===== src/rtl/peak_window_scheduler.sv =====
// Time-of-day clock (24h internal, 12h BCD display) with programmable peak-hour
// windows, mode override and registered peak flag with edge pulses.
module peak_window_scheduler #(
    parameter int NUM_WIN = 3,
    parameter int IDX_W   = 2
) (
    input  logic             clk,
    input  logic             rst_n,
    input  logic             tick,
    input  logic             set_en,
    input  logic [4:0]       set_hr,
    input  logic [5:0]       set_min,
    input  logic             cfg_we,
    input  logic [IDX_W-1:0] cfg_idx,
    input  logic [4:0]       cfg_start,
    input  logic [4:0]       cfg_end,
    input  logic [1:0]       mode,
    output logic [7:0]       hours,
    output logic [7:0]       minutes,
    output logic             pm,
    output logic             peak,
    output logic [IDX_W-1:0] peak_win,
    output logic             peak_rise,
    output logic             peak_fall,
    output logic             err
);

    // Binary (0-59) to two-digit packed BCD.
    function automatic logic [7:0] to_bcd(input logic [5:0] v);
        logic [3:0] tens;
        logic [5:0] rem;
        tens = 4'd0;
        rem  = v;
        if (rem >= 6'd50) begin
            tens = 4'd5;
            rem  = rem - 6'd50;
        end else if (rem >= 6'd40) begin
            tens = 4'd4;
            rem  = rem - 6'd40;
        end else if (rem >= 6'd30) begin
            tens = 4'd3;
            rem  = rem - 6'd30;
        end else if (rem >= 6'd20) begin
            tens = 4'd2;
            rem  = rem - 6'd20;
        end else if (rem >= 6'd10) begin
            tens = 4'd1;
            rem  = rem - 6'd10;
        end
        return {tens, 4'(rem)};
    endfunction

    logic [4:0]       hr_reg, hr_next;
    logic [5:0]       min_reg, min_next;
    logic             err_reg, err_next;
    logic             peak_reg, peak_next;
    logic [IDX_W-1:0] peak_win_reg, peak_win_next;
    logic             peak_rise_reg, peak_fall_reg;
    logic             first_reg;
    logic             set_ok, cfg_ok;
    logic [4:0]       hr12;
    logic [NUM_WIN-1:0] win_active;
    logic [IDX_W-1:0] low_idx;
    logic             auto_peak;

    assign set_ok = set_en && (set_hr <= 5'd23) && (set_min <= 6'd59);
    assign cfg_ok = cfg_we && ({1'b0, cfg_idx} < (IDX_W+1)'(NUM_WIN))
                    && (cfg_start <= 5'd23) && (cfg_end <= 5'd23);

    // A load request always consumes the cycle, even when rejected.
    always_comb begin
        hr_next  = hr_reg;
        min_next = min_reg;
        if (set_en) begin
            if (set_ok) begin
                hr_next  = set_hr;
                min_next = set_min;
            end
        end else if (tick) begin
            if (min_reg == 6'd59) begin
                min_next = 6'd0;
                hr_next  = (hr_reg == 5'd23) ? 5'd0 : hr_reg + 5'd1;
            end else begin
                min_next = min_reg + 6'd1;
            end
        end
        err_next = (set_en && !set_ok) || (cfg_we && !cfg_ok);
    end

    always_ff @(posedge clk) begin
        if (!rst_n) begin
            hr_reg  <= 5'd0;
            min_reg <= 6'd0;
            err_reg <= 1'b0;
        end else begin
            hr_reg  <= hr_next;
            min_reg <= min_next;
            err_reg <= err_next;
        end
    end

    genvar gi;
    generate
        for (gi = 0; gi < NUM_WIN; gi++) begin : g_win
            localparam logic [4:0] RST_START = (gi == 0) ? 5'd7  :
                                               (gi == 1) ? 5'd12 :
                                               (gi == 2) ? 5'd17 : 5'd0;
            localparam logic [4:0] RST_END   = (gi == 0) ? 5'd10 :
                                               (gi == 1) ? 5'd15 :
                                               (gi == 2) ? 5'd20 : 5'd0;
            logic [4:0] start_reg;
            logic [4:0] end_reg;

            always_ff @(posedge clk) begin
                if (!rst_n) begin
                    start_reg <= RST_START;
                    end_reg   <= RST_END;
                end else if (cfg_ok && (cfg_idx == IDX_W'(gi))) begin
                    start_reg <= cfg_start;
                    end_reg   <= cfg_end;
                end
            end

            // start > end wraps through midnight; start == end disables.
            assign win_active[gi] =
                (start_reg < end_reg) ? ((hr_reg >= start_reg) && (hr_reg < end_reg)) :
                (start_reg > end_reg) ? ((hr_reg >= start_reg) || (hr_reg < end_reg)) :
                1'b0;
        end
    endgenerate

    always_comb begin
        auto_peak = |win_active;
        low_idx   = '0;
        for (int i = NUM_WIN - 1; i >= 0; i--) begin
            if (win_active[i]) begin
                low_idx = IDX_W'(i);
            end
        end
        peak_next     = auto_peak;
        peak_win_next = low_idx;
        case (mode)
            2'b01: begin
                peak_next     = 1'b0;
                peak_win_next = '0;
            end
            2'b10: begin
                peak_next     = 1'b1;
                peak_win_next = '0;
            end
            default: ;
        endcase
    end

    // first_reg masks edge detection on the first edge out of reset.
    always_ff @(posedge clk) begin
        if (!rst_n) begin
            peak_reg      <= 1'b0;
            peak_win_reg  <= '0;
            peak_rise_reg <= 1'b0;
            peak_fall_reg <= 1'b0;
            first_reg     <= 1'b1;
        end else begin
            peak_reg      <= peak_next;
            peak_win_reg  <= peak_win_next;
            peak_rise_reg <= !first_reg && peak_next && !peak_reg;
            peak_fall_reg <= !first_reg && !peak_next && peak_reg;
            first_reg     <= 1'b0;
        end
    end

    always_comb begin
        if (hr_reg == 5'd0) begin
            hr12 = 5'd12;
        end else if (hr_reg <= 5'd12) begin
            hr12 = hr_reg;
        end else begin
            hr12 = hr_reg - 5'd12;
        end
    end

    assign hours     = to_bcd({1'b0, hr12});
    assign minutes   = to_bcd(min_reg);
    assign pm        = (hr_reg >= 5'd12);
    assign peak      = peak_reg;
    assign peak_win  = peak_win_reg;
    assign peak_rise = peak_rise_reg;
    assign peak_fall = peak_fall_reg;
    assign err       = err_reg;

endmodule


===== config.mk =====
export PLATFORM = sky130hd
export DESIGN_NAME = peak_window_scheduler
export DESIGN_NICKNAME = d
export VERILOG_FILES = /design/src/rtl/peak_window_scheduler.sv
export SDC_FILE = /design/constraint.sdc
export NUM_CORES = 1
export LEC_CHECK = 0
export BUFFER_PORTS_ARGS = -buffer_cell sky130_fd_sc_hd__buf_2
export CAP_MARGIN = 10
export CORE_MARGIN = 3
export CORE_UTILIZATION = 58
export CTS_CLUSTER_DIAMETER = 200
export DETAILED_ROUTE_END_ITERATION = 10
export GPL_TIMING_DRIVEN = 1
export MAX_ROUTING_LAYER = met4
export PLACE_DENSITY = 0.8
export SETUP_SLACK_MARGIN = 0.3
export SKIP_CTS_REPAIR_TIMING = 1
export SLEW_MARGIN = 30
export SYNTH_ARGS = -nofsm -noshare
export SYNTH_HDL_FRONTEND = slang
export SYNTH_SLANG_ARGS = --single-unit

===== constraint.sdc =====
create_clock -name clk -period 2.9 [get_ports clk]
set_input_delay 0.145 -clock clk [delete_from_list [all_inputs] [get_ports clk]]
set_output_delay 0.145 -clock clk [all_outputs]
set_load 0.01 [all_outputs]

==> results.yml, run 1 <==
clock_tree:
  tritoncts: "done"
  clk_path_buf_depth: 2
  cts_buffers: 5
  htree_levels: 2
  cts_sinks: 48
  cts-root-buf: "clkbuf_8"
  clkLatencyLatePin_ps: 300
  clk_pin_slew_ps: 90
run:
  drv_cap: 0
routing:
  viasPerCell: 5.850
  via_count: 3475
  drtIter0Drc: 147
  antenna_left: 0
  wl_per_cell_um: 15.47
  drtPass1Iterations: 4
  drc: 0
  wirelength_um: 9191
sta:
  finalCritPeriodShare_pct: 90.70
  rsz0062_at_grt: "yes"
  fin_tns_setup_ps: 0
  finalSetupViolCount: 0
  hold_violations: 0
  tightest_slew_ps: 711.5
  fmax_ghz: 0.3802
  skew_ps: 5.483
  post-route-min-period_ps: 2630
  drv_slew: 0
  max_slew_margin_pct: 52.25
die:
  dieArea_sq_um: 7575
  initial_utilization_pct: 62.12
  num_rows: 28
  die_w_um: 87.04
  boundaryPins: 53
  core_sq_um: 6131
  die_h_um: 87.04
cells_and_area:
  area.growth.synth_to_final_pct: 15.87
  final_cell_mix: "59 x ha_1, 49 x buf_2, 44 x nand2_1"
  final_core_util_pct: 71.98
  fillCellCount: 501
  layout_commonest_cell: "ha_1"
  n_antenna_cell: 0
  nets: 613
  drive_above_1_share_pct: 21.97
critical_path:
  arrival_ps: 2490
  crit_type: "flip-flop to output pin"
  cp-end-kind: "output pin"
  r2r-end: "peak"
  crit_path_max_fanout: 6
  cp_data_required_time_ps: 2760
  r2r-start: "hr_reg[0]"
  ff2ff_path_depth: 10
  ff2ff_setup_slack_ps: 570
  startpoint_type: "flip-flop"
logic_synthesis:
  synth_seq_cells: 48
  syn_area_per_cell_sq_um: 8.244
  yosysSeqAreaShare_pct: 25.23
  syn_inst: 462
  synth_area_sq_um: 3809
  synth_edf_count: 0
  synth_warnings: 0
  synth_flop_cell: "dfxtp_1"
  synth.distinct_cells: 59
  synth-async-reset-ratio_pct: 0
power:
  powerDensity_nw_per_um2: 388.7
  peakVddDrop_uv: 253.1
  p_leak_nw: 2.235
hold_path:
  hold_path.class: "primary input to flip-flop"
  hold_end: "g_win[1].start_reg[2]"
  whs_path_depth: 3
  hold_start: "cfg_start[2]"
global_routing:
  grt_pass1_vias: 3204
  antenna_found_initial: 0
  grt_util_all_layers_pct: 25.02
  grt_overflow: 0
  grt_pass1_wl_um: 14830
  grt_max_degree: 24
placement:
  gp_congestion: 0.9136
  hpwl_um: 6958
  numPortBuffers: 49
outcome:
  status: "complete, no violations"
==> per-stage QoR <==
stage               power [mW]  worst slack [ps]  instances  instance area [sq um]  hold slack (ps)
floorplan                1.101             349.3        464                   3825            270.1
global placement         1.247             382.6        581                   4145            407.8
detailed placement       1.263             312.8        581                   4145            417.2
CTS                      1.687            -16.34        588                   4237            96.67
global route             1.815             153.2        594                   4413            111.1
finish                   1.715             269.7        594                   4413            107.8
==> routing by layer <==
layer | GRT usage (%) | wire [um] | share of wire [%]
met3 | 4.257 | 372 | 4.0
met2 | 43.00 | 4641 | 50
met5 | - | 0 | 0
met4 | 6.799 | 159 | 1.7
met1 | 30.05 | 4017 | 44
==> cell type report <==
class	instances	area, sq um	share of cell area, %
Tap cell	75	93.84	2.126
Inverter	48	190.2	4.310
Multi-Input combinational cell	351	2694	61.04
Timing Repair Buffer	65	369.1	8.364
Clock buffer	6	82.58	1.871
Clock inverter	1	8.758	0.1985
Sequential cell	48	974.7	22.09
==> power by group <==
part | internal, mW | leakage [nW] | total (mW) | switching [mW]
Combinational | 0.253 | 1.79 | 0.576 | 0.323
Clock | 0.190 | 0.0473 | 0.417 | 0.227
Sequential | 0.687 | 0.394 | 0.722 | 0.0351
==> cells in the mapped netlist (3+ instances only) <==
master	number	share of area, %
a211oi_1	8	1.6
a21o_1	4	0.79
a21oi_1	22	2.9
a22oi_1	10	2.0
a31oi_1	6	0.99
a32o_1	3	0.79
and3_1	4	0.66
buf_2	6	0.79
buf_4	4	0.79
clkbuf_1	6	0.59
dfxtp_1	48	25
ha_1	64	21
inv_1	44	4.3
inv_2	3	0.30
mux2i_1	28	7.4
nand2_1	45	4.4
nand2b_1	6	0.99
nand3_1	15	2.0
nand4_1	4	0.66
nor2_1	41	4.0
nor2b_1	6	0.99
nor3_1	4	0.53
o211ai_1	8	1.6
o21ai_0	18	2.4
o21ai_1	6	0.79
xnor2_1	7	1.6
==> worst max-delay path by stage <==
stage                         start       end  cells after the start
after floorplan           hr_reg[2]  hours[2]                     11
after global placement    hr_reg[0]  hours[2]                     12
after detailed placement  hr_reg[0]  hours[2]                     12
after CTS                 hr_reg[0]  hours[2]                     12
after global routing      hr_reg[0]  hours[2]                     13
final                     hr_reg[0]  hours[2]                     13
==> logic make-up after synthesis <==
logic type                 share of synthesized area (%)
and+or+nand+nor                                    17.58
AOI/OAI and AO/OA                                  19.68
buffers and inverters                              7.194
adders and majority gates                          21.03
DFF                                                25.23
muxes                                              7.359
xor gates and xnor gates                           1.840
other                                            0.09846
==> critical path: stages (launching register included) <==
cell and delay (ps):
dfxtp_4 410, inv_8 40, ha_4 160, nand2_4 80
a21oi_4 60, o31ai_4 290, ha_2 260, inv_2 60
a21oi_4 130, o21ai_2 90, and2b_1 170, o211ai_1 170
o211ai_1 110, buf_2 150
(Power assumes the default switching activity.)
==> inputs of run 2 (changes only) <==
GPL_TIMING_DRIVEN = not set   (was 1)
PLACE_DENSITY = not set   (was 0.8)
PLACE_DENSITY_LB_ADDON = 0.12   (was not set)
==> run 2 against run 1 <==
Net effect: count of clock-buffer cells in the layout stayed put; die area is the same; global-route usage down 0.30 points; power is 3.0% higher; final area rose by 1.2%; register-to-register slack got worse by 20 ps; first-iteration DRC count grew 110%; sequential share of layout area decreased by 0.23 points; non-clock buffer count grew 3; worst hold slack lost 8.0 ps; critical path depth shrank 1; worst setup slack lost 16 ps; critical endpoint unchanged; largest power group unchanged.
==> results.yml, run 2 (synthesized netlist as in run 1, its figures left out) <==
outcome:
  status: "complete, no violations"
sta:
  finalSetupViolCount: 0
  skew_ps: 14.33
  finalCritPeriodShare_pct: 91.26
  setup_slack_ps: 253.4
  hold_violations: 0
  max_slew_margin_pct: 56.45
  drv_slew: 0
  rsz0062_at_grt: "yes"
  fmax_ghz: 0.3779
  tightest_slew_ps: 648.9
  post-route-min-period_ps: 2647
clock_tree:
  clkLatencyLatePin_ps: 310
  cts-root-buf: "clkbuf_8"
  clk_pin_slew_ps: 90
  tritoncts: "done"
  clk_path_buf_depth: 2
  cts_buffers: 5
  cts_sinks: 48
  htree_levels: 2
global_routing:
  grt_overflow: 0
  grt_max_degree: 25
  grt_pass1_wl_um: 14720
  grt_pass1_vias: 3185
  grt_util_all_layers_pct: 24.71
  antenna_found_initial: 0
routing:
  drc: 0
  antenna_left: 0
  viasPerCell: 5.781
  drtIter0Drc: 313
  wirelength_um: 9302
  wl_per_cell_um: 15.56
  drtPass1Iterations: 4
  via_count: 3457
die:
  die_h_um: 87.04
  core_sq_um: 6131
  initial_utilization_pct: 62.12
  num_rows: 28
  die_w_um: 87.04
  dieArea_sq_um: 7575
  boundaryPins: 53
cells_and_area:
  layout_commonest_cell: "ha_1"
  fin_area_sq_um: 4464
  stdcell_count: 598
  nets: 616
  area.growth.synth_to_final_pct: 17.21
  final_core_util_pct: 72.82
  drive_above_1_share_pct: 23.33
  n_antenna_cell: 0
  final_cell_mix: "58 x ha_1, 49 x buf_2, 42 x nand2_1, 42 x dfxtp_1, 41 x nor2_1"
critical_path:
  cp-end-kind: "output pin"
  crit_path_max_fanout: 6
  critPathSlowestCell: "dfxtp_4"
  startpoint_type: "flip-flop"
  cpPeakStageDelay_ps: 410
  cp_data_required_time_ps: 2760
  worstPathCellList: "inv_4 -> ha_2 -> and2_4 -> o31ai_4 -> ha_2 -> inv_2 -> a21oi_2 -> o21ai_2 -> and2b_1 -> o211ai_1 -> o211ai_1 -> buf_2"
  arrival_ps: 2500
  crit_type: "flip-flop to output pin"
placement:
  gp_congestion: 0.8711
  placed_area_sq_um: 4123
  hpwl_um: 6918
  pre_cts_ws_ps: 195.6
  post-place-cells: 578
  numPortBuffers: 49
hold_path:
  hold_path.class: "primary input to flip-flop"
power:
  p_leak_nw: 2.249
  peakVddDrop_uv: 297.3
  powerDensity_nw_per_um2: 395.6
run:
  drv_cap: 0
-- run 2: cell types whose count changed in the layout (fill, tap and decap cells not counted), sizes merged --
cell  change
inv       +1
buf       +3
-- run 2: where the power goes --
part           internal (mW)  total, mW  switching, mW
clock                  0.196      0.437          0.241
sequential             0.687      0.723         0.0358
combinational          0.273      0.606          0.333
total                   1.16       1.77          0.611
-- run 2: through the flow --
stage               power [mW]  hold WS (ps)  TNS, ps
global placement         1.241         401.1        0
global route             1.862         108.1        0
CTS                      1.685         90.83   -136.6
floorplan                1.101         270.1        0
detailed placement       1.256         408.2        0
finish                   1.766         99.80        0
-- run 2: worst paths after layout --
| path | start | end | slack [ps] | depth (start not counted) |
|---|---|---|---|---|
| worst min register to register | peak | peak_rise | 440 | 1 |
| worst max register to register | hr_reg[2] | peak | 550 | 9 |
| worst min-delay path | cfg_end[1] | g_win[1].end_reg[1] | 100 | 3 |
| worst max-delay path | hr_reg[2] | hours[2] | 250 | 12 |
-- run 2: area by class of cell --
type	instances	area [sq um]
clock buffers	6	82.58
flip-flops and latches	48	975.9
clock inverters	2	13.76
inverters	48	190.2
repair buffers	68	391.6
well taps	75	93.84
fillers	500	1667
multi-input cells	351	2716
-- run 2: layer usage --
metal  vias to the layer above  global-route usage [%]  routed length (um)  part of all wire, %
li1                       1746                       -                   -                    -
met1                      1614                   31.58                4173                   45
met4                         0                   6.232                 161                  1.7
met5                         -                       -                   0                    0
met3                        21                   3.122                 343                  3.7
met2                        76                   41.27                4624                   50
-- run 2: worst max-delay path: cells and delay by family, from the launching register on --
kind                     cells  cell delay [ps]
adder cells (fa/ha/maj)      2              450
flip-flops                   1              410
AND/OR/NAND/NOR              2              330
AO/OA/AOI/OAI                5              760
buffers and inverters        3              260
